## src/rtl/mips_ctrl_pkg.sv

```systemverilog
// Shared types and encodings for the multicycle MIPS controller:
// FSM states, opcode/funct fields, ALU f codes and aluop selectors.
package mips_ctrl_pkg;

   localparam int OP_W    = 6;
   localparam int FUNCT_W = 6;

   typedef enum logic [3:0] {
      S_FETCH   = 4'd0,
      S_DECODE  = 4'd1,
      S_MEMADR  = 4'd2,
      S_MEMRD   = 4'd3,
      S_MEMWB   = 4'd4,
      S_MEMWR   = 4'd5,
      S_EXECUTE = 4'd6,
      S_ALUWB   = 4'd7,
      S_BRANCH  = 4'd8,
      S_ADDIEX  = 4'd9,
      S_ADDIWB  = 4'd10,
      S_JUMP    = 4'd11
   } state_t;

   localparam logic [OP_W-1:0] OP_RTYPE = 6'b000000;
   localparam logic [OP_W-1:0] OP_LW    = 6'b100011;
   localparam logic [OP_W-1:0] OP_SW    = 6'b101011;
   localparam logic [OP_W-1:0] OP_BEQ   = 6'b000100;
   localparam logic [OP_W-1:0] OP_BNE   = 6'b000101;
   localparam logic [OP_W-1:0] OP_ADDI  = 6'b001000;
   localparam logic [OP_W-1:0] OP_J     = 6'b000010;

   localparam logic [FUNCT_W-1:0] FN_ADD = 6'b100000;
   localparam logic [FUNCT_W-1:0] FN_SUB = 6'b100010;
   localparam logic [FUNCT_W-1:0] FN_AND = 6'b100100;
   localparam logic [FUNCT_W-1:0] FN_OR  = 6'b100101;
   localparam logic [FUNCT_W-1:0] FN_SLT = 6'b101010;

   localparam logic [2:0] ALU_ADD = 3'b010;
   localparam logic [2:0] ALU_SUB = 3'b110;
   localparam logic [2:0] ALU_AND = 3'b000;
   localparam logic [2:0] ALU_OR  = 3'b001;
   localparam logic [2:0] ALU_SLT = 3'b111;

   typedef enum logic [1:0] {
      ALUOP_ADD   = 2'b00,
      ALUOP_SUB   = 2'b01,
      ALUOP_FUNCT = 2'b10
   } aluop_t;

endpackage

```

## src/rtl/mips_alu_decoder.sv

```systemverilog
// Combinational ALU decoder: aluop + funct -> ALU f code.
// funct_valid flags the supported R-type functs independently of aluop.
module mips_alu_decoder
   import mips_ctrl_pkg::*;
(
   input  aluop_t             aluop,
   input  logic [FUNCT_W-1:0] funct,
   output logic [2:0]         alucontrol,
   output logic               funct_valid
);

   logic [2:0] funct_f;

   always_comb begin
      funct_f     = ALU_ADD;
      funct_valid = 1'b1;
      case (funct)
         FN_ADD:  funct_f = ALU_ADD;
         FN_SUB:  funct_f = ALU_SUB;
         FN_AND:  funct_f = ALU_AND;
         FN_OR:   funct_f = ALU_OR;
         FN_SLT:  funct_f = ALU_SLT;
         default: funct_valid = 1'b0;
      endcase
   end

   always_comb begin
      case (aluop)
         ALUOP_SUB:   alucontrol = ALU_SUB;
         ALUOP_FUNCT: alucontrol = funct_f;
         default:     alucontrol = ALU_ADD;
      endcase
   end

endmodule

```

## src/rtl/mips_multicycle_ctrl.sv

```systemverilog
// Multicycle MIPS main controller (Moore FSM) driving datapath selects and enables.
// Define BNE_EN to accept bne (op 000101) as a branch taken on ~zero.
module mips_multicycle_ctrl
   import mips_ctrl_pkg::*;
#(
   parameter int OP_W    = 6,
   parameter int FUNCT_W = 6
) (
   input  logic               clk,
   input  logic               reset,
   input  logic [OP_W-1:0]    op,
   input  logic [FUNCT_W-1:0] funct,
   input  logic               zero,
   output logic [2:0]         alucontrol,
   output logic               alusrca,
   output logic [1:0]         alusrcb,
   output logic               iord,
   output logic               irwrite,
   output logic               memwrite,
   output logic               regdst,
   output logic               memtoreg,
   output logic               regwrite,
   output logic [1:0]         pcsrc,
   output logic               pcen,
   output logic               illegal_op
);

   state_t     state;
   state_t     dec_state;
   aluop_t     aluop;
   logic       funct_valid;
   logic       op_legal;
   logic       taken;
   logic       pcwrite, branch;
   logic       irwrite_s, memwrite_s, regwrite_s, illegal_s;

   mips_alu_decoder u_aludec (
      .aluop       (aluop),
      .funct       (funct),
      .alucontrol  (alucontrol),
      .funct_valid (funct_valid)
   );

   always_comb begin
      case (op)
         OP_LW, OP_SW, OP_BEQ, OP_ADDI, OP_J: op_legal = 1'b1;
         OP_RTYPE: op_legal = funct_valid;
`ifdef BNE_EN
         OP_BNE:   op_legal = 1'b1;
`endif
         default:  op_legal = 1'b0;
      endcase
   end

`ifdef BNE_EN
   assign taken = (op == OP_BNE) ? ~zero : zero;
`else
   assign taken = zero;
`endif

   always_ff @(posedge clk) begin
      if (reset) begin
         state <= S_FETCH;
      end else begin
         case (state)
            S_FETCH:  state <= S_DECODE;
            S_DECODE: begin
               if (!op_legal) state <= S_FETCH;
               else case (op)
                  OP_LW, OP_SW: state <= S_MEMADR;
                  OP_RTYPE:     state <= S_EXECUTE;
                  OP_ADDI:      state <= S_ADDIEX;
                  OP_J:         state <= S_JUMP;
                  default:      state <= S_BRANCH;
               endcase
            end
            S_MEMADR:  state <= (op == OP_LW) ? S_MEMRD : S_MEMWR;
            S_MEMRD:   state <= S_MEMWB;
            S_EXECUTE: state <= S_ALUWB;
            S_ADDIEX:  state <= S_ADDIWB;
            default:   state <= S_FETCH;
         endcase
      end
   end

   // While reset is high, outputs show FETCH selects with every enable gated off.
   always_comb begin
      dec_state  = reset ? S_FETCH : state;
      alusrca    = 1'b0;
      alusrcb    = 2'b00;
      iord       = 1'b0;
      irwrite_s  = 1'b0;
      memwrite_s = 1'b0;
      regdst     = 1'b0;
      memtoreg   = 1'b0;
      regwrite_s = 1'b0;
      pcsrc      = 2'b00;
      pcwrite    = 1'b0;
      branch     = 1'b0;
      aluop      = ALUOP_ADD;
      illegal_s  = 1'b0;
      case (dec_state)
         S_FETCH: begin
            alusrcb   = 2'b01;
            irwrite_s = 1'b1;
            pcwrite   = 1'b1;
         end
         S_DECODE: begin
            alusrcb   = 2'b11;
            illegal_s = ~op_legal;
         end
         S_MEMADR, S_ADDIEX: begin
            alusrca = 1'b1;
            alusrcb = 2'b10;
         end
         S_MEMRD: iord = 1'b1;
         S_MEMWB: begin
            memtoreg   = 1'b1;
            regwrite_s = 1'b1;
         end
         S_MEMWR: begin
            iord       = 1'b1;
            memwrite_s = 1'b1;
         end
         S_EXECUTE: begin
            alusrca = 1'b1;
            aluop   = ALUOP_FUNCT;
         end
         S_ALUWB: begin
            regdst     = 1'b1;
            regwrite_s = 1'b1;
         end
         S_BRANCH: begin
            alusrca = 1'b1;
            aluop   = ALUOP_SUB;
            pcsrc   = 2'b01;
            branch  = 1'b1;
         end
         S_ADDIWB: regwrite_s = 1'b1;
         S_JUMP: begin
            pcsrc   = 2'b10;
            pcwrite = 1'b1;
         end
         default: ;
      endcase
   end

   assign irwrite    = irwrite_s  & ~reset;
   assign memwrite   = memwrite_s & ~reset;
   assign regwrite   = regwrite_s & ~reset;
   assign illegal_op = illegal_s  & ~reset;
   assign pcen       = (pcwrite | (branch & taken)) & ~reset;

endmodule

```

## config.mk

```make
export PLATFORM = sky130hd
export DESIGN_NAME = mips_multicycle_ctrl
export DESIGN_NICKNAME = d
export VERILOG_FILES = /design/src/rtl/mips_ctrl_pkg.sv /design/src/rtl/mips_alu_decoder.sv /design/src/rtl/mips_multicycle_ctrl.sv
export SDC_FILE = /design/constraint.sdc
export NUM_CORES = 1
export LEC_CHECK = 0
export CORE_AREA = 2 2 39 41
export CTS_BUF_LIST = sky130_fd_sc_hd__clkbuf_8
export CTS_CLUSTER_SIZE = 16
export DETAILED_ROUTE_END_ITERATION = 12
export DIE_AREA = 0 0 41 43
export DONT_BUFFER_PORTS = 1
export PLACE_DENSITY_LB_ADDON = 0.3
export SLEW_MARGIN = 40
export SYNTH_ARGS = -nofsm -noshare
export SYNTH_HDL_FRONTEND = slang
export SYNTH_SLANG_ARGS = --single-unit
```

## constraint.sdc

```tcl
create_clock -name clk -period 2 [get_ports clk]
set_clock_uncertainty 0.2 [all_clocks]
set_input_delay 0.4 -clock clk [delete_from_list [all_inputs] [get_ports clk]]
set_output_delay 0.4 -clock clk [all_outputs]
set_load 0.03 [all_outputs]
```

==> results by group, run 1 <==
Outcome
  • Outcome: complete, but fails checks
  • Failing checks: negative setup slack

Timing
  • Final Max Slew Viols: 0
  • Period utilisation layout: 1.177
  • Minimum clock period: 2.354 ns
  • Final Hold Viols: 0
  • Worst setup margin: -0.3539 ns
  • Achievable Freq: 424.8 MHz
  • Slew @ Worst Pin: 0.3602 ns
  • # setup viols final: 12
  • Worst slew margin: 0.7577
  • RSZ-0062 raised after global routing: true

Floorplanning
  • Die H: 43 um
  • Die ar.: 1763 um2
  • Die span in x: 41 um
  • Rows: 14
  • Core area: 1384 um2
  • IO Count: 31
  • Initial core utilization: 0.4421

Yosys
  • Post-synth ARST share: 0
  • Synth Net Count: 104
  • Mapped Cells: 87
  • Ys flop type: dfxtp_1
  • Post-Syn Area: 611.8 um2
  • Yosys warnings: 0
  • Syn avg cell area: 7.033 um2
  • Post-synthesis sequential area ratio: 0.1309
  • Post-synth cell types: 35
  • Number of enable flip-flop cells after synthesis: 0
  • #FFs+latches synth: 4

Cells and area
  • Largest Register: state
  • FF/Latch Area: 88.84 um2
  • Largest register FFs: 4
  • Finished Core Util: 0.8807
  • Largest registers: state x4
  • Final Non-Filler Cells: 143
  • Layout area overhead: 99.18%
  • Multi-input logic area: 676.9 um2
  • ANT cells: 0
  • Fraction of layout instances using a drive strength above 1: 0.6614
  • # nets final: 146
  • Filler cell count: 69

Critical path
  • Worst setup SP type: flop
  • Crit path kind: reg2out
  • Arr. time, crit path: 1.75 ns
  • Critical Path Fanout Max: 5
  • Worst EP required: 1.40 ns
  • Worst Setup End Kind: output port

GRT
  • GRT overflow: 0
  • Vias in the first global route: 700
  • GRT Total Usage: 0.2490
  • Antenna violations before repair: 0
  • Largest net degree at the start of global routing: 14
  • First-pass GRT wire length: 2960 um

Power
  • PwrDens: 332.7 nW/um2
  • Leak Pwr: 0.0004727 uW
  • VDD IR-drop max: 316.7 uV

Clock network
  • Root Driver: clkbuf_8
  • H-tree depth: 1
  • CTS buffer count: 3
  • Clock Path Buffers: 2
  • Worst skew pair latency: 0.23 ns
  • # clock sinks: 4
  • CTS tree: yes
  • Clk slew on worst S/H paths: 0.03 ns

Placement
  • Routability cong.: 0.8313
  • Cells after DPL: 133
  • HPWL after DPL: 1375 um
  • Setup WS pre-CTS: -0.1857 ns
  • IO Port Bufs: 0

Detailed routing
  • Via count: 830
  • ANT nets after route: 0
  • DR pass1 iterations: 3
  • DRT iter0 DRCs: 9
  • Via/cell ratio: 5.804
  • Final WL: 2341 um
  • Drt drc: 0
  • Wirelength per Cell: 16.37 um

Flow run
  • Max cap viols: 0

Min path
  • Hold WC Path Type: in2reg
-- Yosys cell counts (3+ instances only) --
library cell,count,area share
a31oi_1,3,0.031
o21ai_0,3,0.025
nor2b_1,3,0.031
dfxtp_1,4,0.13
nand3_1,3,0.025
nor3_1,8,0.065
nand2_1,7,0.043
nor3b_1,3,0.037
nand2b_1,4,0.041
clkbuf_1,4,0.025
nor2_1,9,0.055
inv_1,4,0.025
a211oi_1,3,0.037
or3_1,4,0.041
-- cells by family after synthesis --
logic type	Yosys count	synth area share
AND/OR/NAND/NOR	51	0.4724
AO/OA/AOI/OAI	19	0.2720
buffers and inverters	9	0.05519
flip-flops	4	0.1309
XOR/XNOR	2	0.02864
adder cells (fa/ha/maj)	2	0.04089
-- power by group --
| part | internal, uW | switching [uW] | total [uW] |
|---|---|---|---|
| logic | 67.6 | 69.1 | 137 |
| registers | 80.7 | 4.83 | 85.6 |
| clock network | 129 | 53.8 | 183 |
| total | 278 | 128 | 405 |
-- through the flow --
stage | power, uW | hold slack (ns) | area (um2) | TNS, ns
after floorplan | 167.7 | 0.3484 | 745.7 | -0.9406
after global placement | 202.0 | 0.2722 | 979.7 | -0.8592
after detailed placement | 204.6 | 0.2753 | 979.7 | -0.9221
after CTS | 394.8 | 0.03431 | 1087 | -1.570
after global routing | 419.7 | 0.04187 | 1219 | -2.442
final | 405.4 | 0.04222 | 1219 | -1.852
-- metal layers --
layer	vias up	part of all wire	global-route usage
li1	401	-	-
met1	399	0.42	0.3029
met2	25	0.52	0.3813
met3	5	0.045	0.07330
met4	0	0.015	0.1200
met5	-	0	0
-- worst paths after layout --
path | from | endpoint | slack [ns] | cells after the start
setup / recovery | state[1] | alucontrol[0] | -0.35 | 6
hold / removal | reset | state[0] | 0.04 | 1
setup reg to reg | state[3] | state[3] | 0.14 | 7
hold reg to reg | state[3] | state[3] | 0.47 | 3
-- critical path, stage by stage, from the launching register on --
cell and delay, ns:
dfxtp_4 0.36, nor2_4 0.13, nand2_2 0.07, or3_4 0.36
ha_4 0.25, nor3_4 0.19, buf_6 0.15
-- placed cells by master, fill, tap and decap left out, types with 3 or more instances in the layout --
cell type and n:
nor3_1 4, buf_4 27, clkbuf_8 3, nand2_1 5
buf_6 15, or3_4 3, nand3_1 3, nor2_2 3
nor3_4 3, nor3b_1 3, nor2_1 5
-- cell type report --
class                   count  share of cell area
inverters                   4             0.01643
flip-flops and latches      4             0.07290
clock buffers               3             0.03388
multi-input cells          74              0.5554
well taps                  16             0.01643
repair buffers             42              0.3049
-- what timing repair did --
| action | 4_1_cts | 5_1_grt |
|---|---|---|
| hold buffers | 0 | 0 |
| pin swaps | 8 | 10 |
| gates cloned | 0 | 0 |
| resized for setup | 15 | 26 |
| hold endpoints to repair | 0 | 0 |
| endpoints found under the setup margin | 12 | 13 |
| buffers inserted | 4 | 6 |
Power figures use the tool's default switching activity.
==> run 2, diff against run 1 <==
Settings changed: SLEW_MARGIN 40 to 20.
==> results of run 2 <==
No change in the layout: final DEF, timing and power equal those of run 1.
==> run 3, diff against run 2 <==
Settings changed: SYNTH_HIERARCHICAL from default to 1.
==> run 3 against run 2 <==
The run still ends with negative setup slack left. Count of clock-buffer cells in the layout stayed put. Core utilization is 0.63 points lower. Wire length is 26% higher. Global-route usage is 8.0 points higher. Non-clock buffer count is 5 lower. Critical path depth stayed put. Power is 2.4% lower. Synthesized cell count is 8.0% higher. Maximum frequency is 1.7% lower. Die area stayed put. Via count is 11% higher. Largest cell class unchanged. Cell count is 0.70% higher.
==> results by group, run 3 <==
Yosys
  • Number of enable flip-flop cells after synthesis: 0 (unchanged)
  • Synth top area share: 0.1196 (-0.01125)
  • Most common cell in the netlist: nor2_1
  • Synth Net Count: 111 (+6.7%)
  • Largest cells by area after synthesis: dfxtp_1 (12%), nor2_1 (6.7%), nor3_1 (6.0%)
  • Post-synthesis sequential area ratio: 0.1196 (-0.01125)
  • #FFs+latches synth: 4 (unchanged)
  • Post-Syn Area: 669.4 um2 (+9.4%)
  • Commonest cells in the netlist: nor2_1 (12), nor3_1 (8), nand2_1 (7)
  • Post-synth cell types: 41 (+17%)
  • Post-synth top area cell: dfxtp_1
  • Ys flop type: dfxtp_1
  • Yosys warnings: 6 (+6)
  • Syn avg cell area: 7.121 um2 (+1.3%)
  • Post-synth ARST share: 0 (unchanged)
  • Mapped Cells: 94 (+8.0%)

Floorplanning
  • Core area: 1384 um2 (unchanged)
  • Die H: 43 um (unchanged)
  • Die span in x: 41 um (unchanged)
  • Initial core utilization: 0.4837 (+0.04159)
  • IO Count: 31 (unchanged)
  • Die ar.: 1763 um2 (unchanged)
  • Rows: 14 (unchanged)

Cells and area
  • Largest registers: state x4
  • Fraction of layout instances using a drive strength above 1: 0.5859 (-0.07548)
  • ANT cells: 0 (unchanged)
  • # nets final: 147 (+0.68%)
  • Filler cell count: 62 (-10%)
  • FF/Latch Area: 85.08 um2 (-4.2%)
  • Most frequent cells in the layout: buf_4 (28), nor2_1 (9), buf_6 (8)
  • Largest Register: state
  • Finished Core Util: 0.8743 (-0.006329)
  • Layout area overhead: 80.75%
  • Multi-input logic area: 737.0 um2 (+8.9%)
  • Commonest non-fill, non-tap cell in the layout: buf_4
  • Largest register FFs: 4 (unchanged)

Critical path
  • Worst setup SP type: flop
  • Crit path kind: reg2out
  • CP cell instances: or3_4 -> nor2_4 -> inv_2 -> ha_4 -> nand4bb_4 -> a21oi_4
  • Slowest library cell on the worst path: or3_4
  • Max incr delay on CP: 0.35 ns (about the same)
  • Critical Path Fanout Max: 4 (-1)
  • Worst EP required: 1.40 ns (about the same)
  • Arr. time, crit path: 1.80 ns (+0.05 ns)
  • Worst Setup End Kind: output port

Outcome
  • Failing checks: negative setup slack
  • Outcome: complete, but fails checks

Clock network
  • CTS tree: yes
  • CTS buffer count: 3 (unchanged)
  • Clock Path Buffers: 2 (unchanged)
  • Clk slew on worst S/H paths: 0.04 ns (about the same)
  • Worst skew pair latency: 0.22 ns (about the same)
  • Root Driver: clkbuf_8
  • H-tree depth: 1 (unchanged)
  • # clock sinks: 4 (unchanged)

Detailed routing
  • Final WL: 2956 um (+26%)
  • Drt drc: 0 (unchanged)
  • Via/cell ratio: 6.396 (+10%)
  • DR pass1 iterations: 5 (+2)
  • Via count: 921 (+11%)
  • ANT nets after route: 0 (unchanged)
  • Wirelength per Cell: 20.53 um (+25%)
  • DRT iter0 DRCs: 26 (+17)

Timing
  • RSZ-0062 raised after global routing: true
  • Final Hold Viols: 0 (unchanged)
  • Period utilisation layout: 1.198 (+0.02095)
  • Worst slew margin: 0.6954 (-0.06229)
  • Achievable Freq: 417.4 MHz (-1.7%)
  • Final Max Slew Viols: 0 (unchanged)
  • # setup viols final: 10 (-2)
  • Slew @ Worst Pin: 0.4454 ns (+0.08524 ns)
  • Minimum clock period: 2.396 ns (+0.04189 ns)
  • Worst setup margin: -0.3958 ns (-0.04189 ns)

Power
  • Comb power frac: 0.337 (about the same)
  • Leak Pwr: 0.0004466 uW (-5.5%)
  • Clk pwr share: 0.450 (-0.002)
  • Cell Int Power: 280.7 uW (+1.1%)
  • PwrDens: 327.1 nW/um2 (-1.7%)
  • Total power: 395.7 uW (-2.4%)
  • VDD IR-drop max: 532.3 uV (+68%)
  • Net Sw Frac: 0.2905 (-0.02470)
  • Switching Power: 115.0 uW (-10%)
  • Sequential power share: 0.213 (+0.002)

GRT
  • GRT overflow: 0 (unchanged)
  • GRT Total Usage: 0.3290 (+0.07998)
  • Largest net degree at the start of global routing: 12 (-2)
  • Vias in the first global route: 856 (+22%)
  • First-pass GRT wire length: 3967 um (+34%)
  • Antenna violations before repair: 0 (unchanged)

Flow run
  • Max cap viols: 0 (unchanged)

Placement
  • Routability cong.: 0.7882 (-5.2%)
  • IO Port Bufs: 0 (unchanged)
  • HPWL after DPL: 1569 um (+14%)

Min path
  • Hold WC Path Type: in2reg
==> run 3: cell count changes after synthesis, sizes merged, moves of 3 or more <==
cell / change
nand4bb: +3
nor2: +3
o22ai: +3
a21oi: +5
==> run 3: per-stage QoR <==
stage	hold WS (ns)	setup WS, ns	setup TNS (ns)	cell area [um2]	std cells
after CTS	0.06745	-0.3760	-1.639	1135	141
after floorplan	0.3198	-0.3872	-1.691	777.0	94
after global placement	0.2929	-0.2324	-0.6715	949.7	132
after global routing	0.08421	-0.4346	-2.193	1210	144
final	0.08313	-0.3958	-1.851	1210	144
after detailed placement	0.2989	-0.2523	-0.8008	949.7	132
==> run 3: what timing repair did <==
action	CTS	global route
endpoints found under the hold margin	0	0
endpoints found under the setup margin	9	12
gates resized for setup	26	13
hold buffers	0	0
buffers inserted	6	5
pin swaps	10	6
==> run 3: layout make-up <==
class	count	share of cell area
well taps	16	0.01655
clock buffers	3	0.03413
multi-input cells	81	0.6091
repair buffers	37	0.2606
inverters	3	0.009307
flip-flops and latches	4	0.07032
==> run 3: logic make-up after synthesis <==
| family | synth area share |
|---|---|
| AND/OR/NAND/NOR | 0.5178 |
| AO/OA/AOI/OAI | 0.2056 |
| buffers and inverters | 0.05607 |
| flip-flops | 0.1196 |
| XOR/XNOR | 0.02617 |
| multiplexers | 0.03738 |
| adder cells (fa/ha/maj) | 0.03738 |
==> run 3: metal layers <==
metal	vias up	GRT usage	share of wire	wire length (um)
li1	418	-	-	-
met1	436	0.4045	0.41	1204
met2	57	0.5469	0.49	1459
met3	10	0.04712	0.073	217
met4	0	0.1200	0.025	74
met5	-	0	0	0
==> run 3: worst max-delay path: cells and delay by family (launching register included) <==
family          cells  cell delay (ns)
flops               1             0.34
buf+inv             1             0.05
fa+ha+maj           1             0.23
compound gates      1             0.26
simple gates        3             0.70
==> run 3: worst paths after layout <==
check / start / endpoint / slack [ns] / cells after the start
setup / recovery: state[1] / alucontrol[0] / -0.40 / 6
hold / removal: reset / state[0] / 0.08 / 1
setup reg to reg: state[0] / state[3] / -0.08 / 7
hold reg to reg: state[1] / state[0] / 0.51 / 3
==> run 3: power by group through the flow <==
stage	combinational (uW)	sequential (uW)	clock (uW)
2_1_floorplan	74.5	85.3	0
3_3_place_gp	93.2	84.9	0
3_5_place_dp	95.8	85.1	0
4_1_cts	126	84.4	169
5_1_grt	140	84.5	186
6_report	133	84.4	178
==> RTL edit 1: new RTL, flow settings as in run 1 <==
`FUNCT_W` is set to 6 in 2 places; all go to 8.
--- a/src/rtl/mips_ctrl_pkg.sv
+++ b/src/rtl/mips_ctrl_pkg.sv
@@ -3,7 +3,7 @@
 package mips_ctrl_pkg;
 
    localparam int OP_W    = 6;
-   localparam int FUNCT_W = 6;
+   localparam int FUNCT_W = 8;
 
    typedef enum logic [3:0] {
       S_FETCH   = 4'd0,
--- a/src/rtl/mips_multicycle_ctrl.sv
+++ b/src/rtl/mips_multicycle_ctrl.sv
@@ -4,7 +4,7 @@
    import mips_ctrl_pkg::*;
 #(
    parameter int OP_W    = 6,
-   parameter int FUNCT_W = 6
+   parameter int FUNCT_W = 8
 ) (
    input  logic               clk,
    input  logic               reset,
Ports: changed (resized funct); port bits go from 31 to 33. No check against the original RTL was run, so the function may have changed too.
==> RTL edit 1 against run 1 <==
The run still ends with setup timing left; power is 12% lower; cell area decreased by 15%; area after synthesis down 0.41%; routed wire length fell by 17%; setup slack improved by 0.13 ns; sequential cell count unchanged; cell count decreased by 7.7%; worst hold slack gained 0.017 ns; combinational power decreased by 26%; largest power group unchanged; highest routed layer unchanged.
==> RTL edit 1: results (changes against run 1) <==
| Metric | Value | Unit | Delta |
|:---|:---|:---|:---|
| Sum of negative setup slack | -0.701 | ns | +1.15 ns |
| WP data arrival | 1.63 | ns | -0.12 ns |
| Beginning of the worst register-to-register path | state[2] | - |  |
| Avg Cell Area, Syn | 6.92 | um^2 | -1.5% |
| Leakage power | 0.430 | nW | -9.1% |
| Met3 demand-to-capacity share in global routing | 3.14 | % | -4.2 points |
| Worst Path Max Fanout | 3 | - | -2 |
| Tot GR Track Use | 25.4 | % | +0.48 points |
| Most area-consuming cells after synthesis | sky130_fd_sc_hd__dfxtp_1, sky130_fd_sc_hd__nor2_1, sky130_fd_sc_hd__nand2_1, sky130_fd_sc_hd__ha_1, sky130_fd_sc_hd__nor4b_4 | - |  |
| Per-cell via count in the routed design | 5.98 | - | +3.0% |
| Total wire length after detailed routing | 1950 | um | -17% |
| Cts bufs inserted | 3 | - | unchanged |
| Setup WS pre-CTS | -0.0398 | ns | +0.146 ns |
| Proportion of synthesized chip area in sequential cells | 13.1 | % | +0.054 points |
| Final setup viols | 5 | - | -7 |
| Max stage delay on crit path | 0.31 | ns | -0.05 ns |
| Syn Nets | 107 | - | +2.9% |
| Min Hold Slack | 0.0595 | ns | +0.0172 ns |
| TritonRoute pass-1 iters | 4 | - | +1 |
| Worst R2R Path Depth | 6 | - | -1 |
| Net Switching | 98.3 | uW | -23% |
| Routed WL per cell | 14.8 | um | -9.6% |
| Number of placed cells counting well taps | 128 | - | -3.8% |
| HPWL after detailed placement | 1490 | um | +8.3% |
| Pin count of the biggest net entering global routing | 12 | - | -2 |
| Placed cell areas | 925 | um^2 | -5.6% |
| Slew @ Worst Pin | 0.401 | ns | +0.0406 ns |
| GRT met1 Usage | 27.6 | % | -2.7 points |
| Count of unique library cells instantiated by Yosys | 40 | - | +14% |
| Net count reported at finish | 137 | - | -6.2% |
| WHS Endpoint | state[3] | - |  |
| Peak ir drop on the vdd network | 311 | uV | -1.7% |
| Fraction of layout cells with a size suffix above 1 | 59.5 | % | -6.7 points |
| Setup ws final | -0.229 | ns | +0.125 ns |
| Power in sequential cells | 87.7 | uW | +2.5% |
| First-iteration detailed-routing DRC count | 11 | - | +2 |
| Ranking of synthesized cells by instance count | sky130_fd_sc_hd__nor2_1, sky130_fd_sc_hd__nand2_1, sky130_fd_sc_hd__clkbuf_1 | - |  |
| Multi-input gate area | 614 | um^2 | -9.2% |
| Clock net power | 167 | uW | -9% |
| Global-route track usage on met2 | 44.7 | % | +6.6 points |
| Fillers | 104 | - | +51% |
| Result of the run | finished with violations | - |  |
| Power Combinational | 102 | uW | -26% |
| Slowest CP cell | sky130_fd_sc_hd__dfxtp_2 | - |  |
| RR Endpoint | state[1] | - |  |
| Failing checks | setup timing | - |  |
RTL edit 1: cell count changes in the layout (fill, tap and decap cells not counted), moves of 2 or more:
cell | run 1 | this run
sky130_fd_sc_hd__o31ai_1 | 2 | 0
sky130_fd_sc_hd__dfxtp_4 | 2 | 0
sky130_fd_sc_hd__and3_1 | 0 | 2
sky130_fd_sc_hd__a21oi_1 | 0 | 4
sky130_fd_sc_hd__nor3_1 | 4 | 2
sky130_fd_sc_hd__or3_4 | 3 | 0
sky130_fd_sc_hd__or4_1 | 1 | 3
sky130_fd_sc_hd__inv_2 | 1 | 4
sky130_fd_sc_hd__nor2b_1 | 2 | 0
sky130_fd_sc_hd__dfxtp_2 | 1 | 4
sky130_fd_sc_hd__nand2b_1 | 2 | 0
sky130_fd_sc_hd__buf_6 | 15 | 2
sky130_fd_sc_hd__nor2_2 | 3 | 5
RTL edit 1: per-layer routing:
metal	routed length, um	up-vias	part of all wire (%)
met5	0	-	0
met4	11	0	0.56
met3	75	2	3.8
met2	1090	22	56
met1	774	382	40
li1	-	383	-
RTL edit 1: cells by family after synthesis:
family	count (synthesis)	synth area share, %
XOR/XNOR	2	2.88
AO/OA/AOI/OAI	24	29.4
AND/OR/NAND/NOR	43	41.5
flip-flops	4	13.1
multiplexers	1	1.64
buffers and inverters	12	7.39
adder cells (fa/ha/maj)	2	4.11
RTL edit 1: area by class of cell:
class                      count  area share [%]
inverter                       7            2.55
timing repair buffer          30            23.8
tap                           16            1.94
clock buffer                   3            4.00
sequential                     4            8.24
multi-input combinational     72            59.5
RTL edit 1: repair_timing:
item / in CTS / in global routing
setup endpoints to repair: 6 / 9
setup buffers: 0 / 1
pin swaps: 5 / 6
gates resized for setup: 6 / 12
==> RTL edit 2: new RTL, settings of run 1 <==
Without the edit above. Make the reset (`reset`) asynchronous in one clocked block.
--- a/src/rtl/mips_multicycle_ctrl.sv
+++ b/src/rtl/mips_multicycle_ctrl.sv
@@ -58,7 +58,7 @@
    assign taken = zero;
 `endif
 
-   always_ff @(posedge clk) begin
+   always_ff @(posedge clk or posedge reset) begin
       if (reset) begin
          state <= S_FETCH;
       end else begin
Function: no difference found for any inputs over 10 cycles, from zero or initial values and one cycle with reset high; that may be too few to reach the edited logic, so the function may still have changed.
==> RTL edit 2 against run 1 <==
The run still ends with setup timing left; die area stayed put; sequential cell count stayed put; cell area is 2.2% lower; setup slack better by 0.027 ns; area after synthesis is 5.7% lower; routed wire length is 22% higher; critical path type unchanged.
Power is left out: it rests on default switching activity, and per cell area and clock period it moved more than threefold.
==> RTL edit 2: results (changes against run 1) <==
| Metric | Value | Unit | Delta |
|:---|:---|:---|:---|
| Final setup viols | 11 | - | -1 |
| Worst slew margin relative to its limit | 60.9 | % | -15 points |
| Proportion of synthesized chip area in sequential cells | 17.4 | % | +4.3 points |
| Worst hold start | op[4] | - |  |
| Fraction of registers with async set or reset after synthesis | 100 | % | +100 points |
| Global-route wire length before repair | 3520 | um | +19% |
| HPWL after detailed placement | 1470 | um | +6.6% |
| Ranking of synthesized cells by instance count | sky130_fd_sc_hd__nor2_1, sky130_fd_sc_hd__nand2_1, sky130_fd_sc_hd__inv_1 | - |  |
| Result of the run | finished with violations | - |  |
| Most area-consuming cells after synthesis | sky130_fd_sc_hd__dfrtp_1, sky130_fd_sc_hd__nor2_1, sky130_fd_sc_hd__nand2_1, sky130_fd_sc_hd__a211o_1, sky130_fd_sc_hd__ha_1 | - |  |
| TritonRoute pass-1 iters | 6 | - | +3 |
| Fraction of layout cells with a size suffix above 1 | 59.5 | % | -6.6 points |
| Count of unique library cells instantiated by Yosys | 34 | - | -2.9% |
| Syn Nets | 103 | - | -0.96% |
| Min Hold Slack | 0.109 | ns | +0.0665 ns |
| Net count reported at finish | 145 | - | -0.68% |
| Max stage delay on crit path | 0.41 | ns | +0.05 ns |
| Fillers | 63 | - | -8.7% |
| Tot GR Track Use | 30.0 | % | +5.1 points |
| Dominant synthesized flop cell | sky130_fd_sc_hd__dfrtp_1 | - |  |
| Pin count of the biggest net entering global routing | 10 | - | -4 |
| Slowest CP cell | sky130_fd_sc_hd__dfrtp_1 | - |  |
| Number of antenna violations at the first check in global routing | 0 | - | unchanged |
| RD Place Congestion | 0.802 | - | -3.5% |
| Worst Path Max Fanout | 4 | - | -1 |
| WP data arrival | 1.73 | ns | -0.02 ns |
| Worst R2R Path Depth | 7 | - | unchanged |
| Setup ws final | -0.327 | ns | +0.0274 ns |
| Beginning of the worst register-to-register path | state[1] | - |  |
| Worst setup path startpoint | state[2] | - |  |
| Sum of negative setup slack | -1.74 | ns | +0.107 ns |
| First-iteration detailed-routing DRC count | 30 | - | +21 |
| Failing checks | setup timing | - |  |
| Via count of the first global-routing pass | 859 | - | +23% |
| RR Endpoint | state[3] | - |  |
| Total wire length after detailed routing | 2870 | um | +22% |
| Setup WS pre-CTS | -0.185 | ns | +0.000261 ns |
| WHS Endpoint | state[3] | - |  |
| Worst-case register-to-register setup slack | 0.12 | ns | -0.02 ns |
| Per-cell via count in the routed design | 6.26 | - | +7.9% |
[RTL edit 2: cells by family after synthesis]
kind of cell	count (synthesis)	synth area share (%)
AOI/OAI and AO/OA	17	21.0
xor gates and xnor gates	2	3.04
adders and majority gates	2	4.34
buffers and inverters	9	6.07
DFF	4	17.4
and+or+nand+nor	52	48.2
[RTL edit 2: worst max-delay path by stage]
stage                          to  slack (ns)  cells after the start
floorplan           alucontrol[1]       -0.42                      6
global placement    alucontrol[1]       -0.17                      5
detailed placement  alucontrol[1]       -0.19                      5
CTS                 alucontrol[1]       -0.31                      5
global route        alucontrol[2]       -0.38                      8
finish              alucontrol[1]       -0.33                      6
[RTL edit 2: metrics by stage]
stage | cells | utilization [%] | area (um^2)
2_1_floorplan | 86 | - | 648
3_3_place_gp | 129 | 63.6 | 880
3_5_place_dp | 129 | 63.6 | 880
4_1_cts | 139 | 80.0 | 1110
5_1_grt | 142 | 86.2 | 1190
6_report | 142 | 86.2 | 1190
[RTL edit 2: cell type report]
cell class | instances | area [um^2] | area share [%]
Inverter | 6 | 22.5 | 1.89
Multi-Input combinational cell | 73 | 654 | 54.9
Tap cell | 16 | 20.0 | 1.68
Sequential cell | 4 | 103 | 8.60
Timing Repair Buffer | 40 | 352 | 29.5
Clock buffer | 3 | 41.3 | 3.46
[RTL edit 2: routing by layer]
layer,GRT usage (%),vias to the layer above,routed length (um)
li1,-,396,-
met1,28.8,431,1110
met2,53.4,50,1500
met3,4.71,12,173
met4,19.3,0,85
met5,0,-,0
[RTL edit 2: critical path, delay by kind of cell, from the launching register on]
kind	cells	cell delay, ns
buf+inv	2	0.24
compound gates	1	0.31
simple gates	2	0.28
flops	1	0.41
fa+ha+maj	1	0.26
[RTL edit 2: what timing repair did]
item                       CTS  global route
resized for setup           23            20
hold endpoints to repair     4             0
setup endpoints to repair    8            13
buffers inserted             7             6
pin swaps                    6            13
hold buffers                 1             0
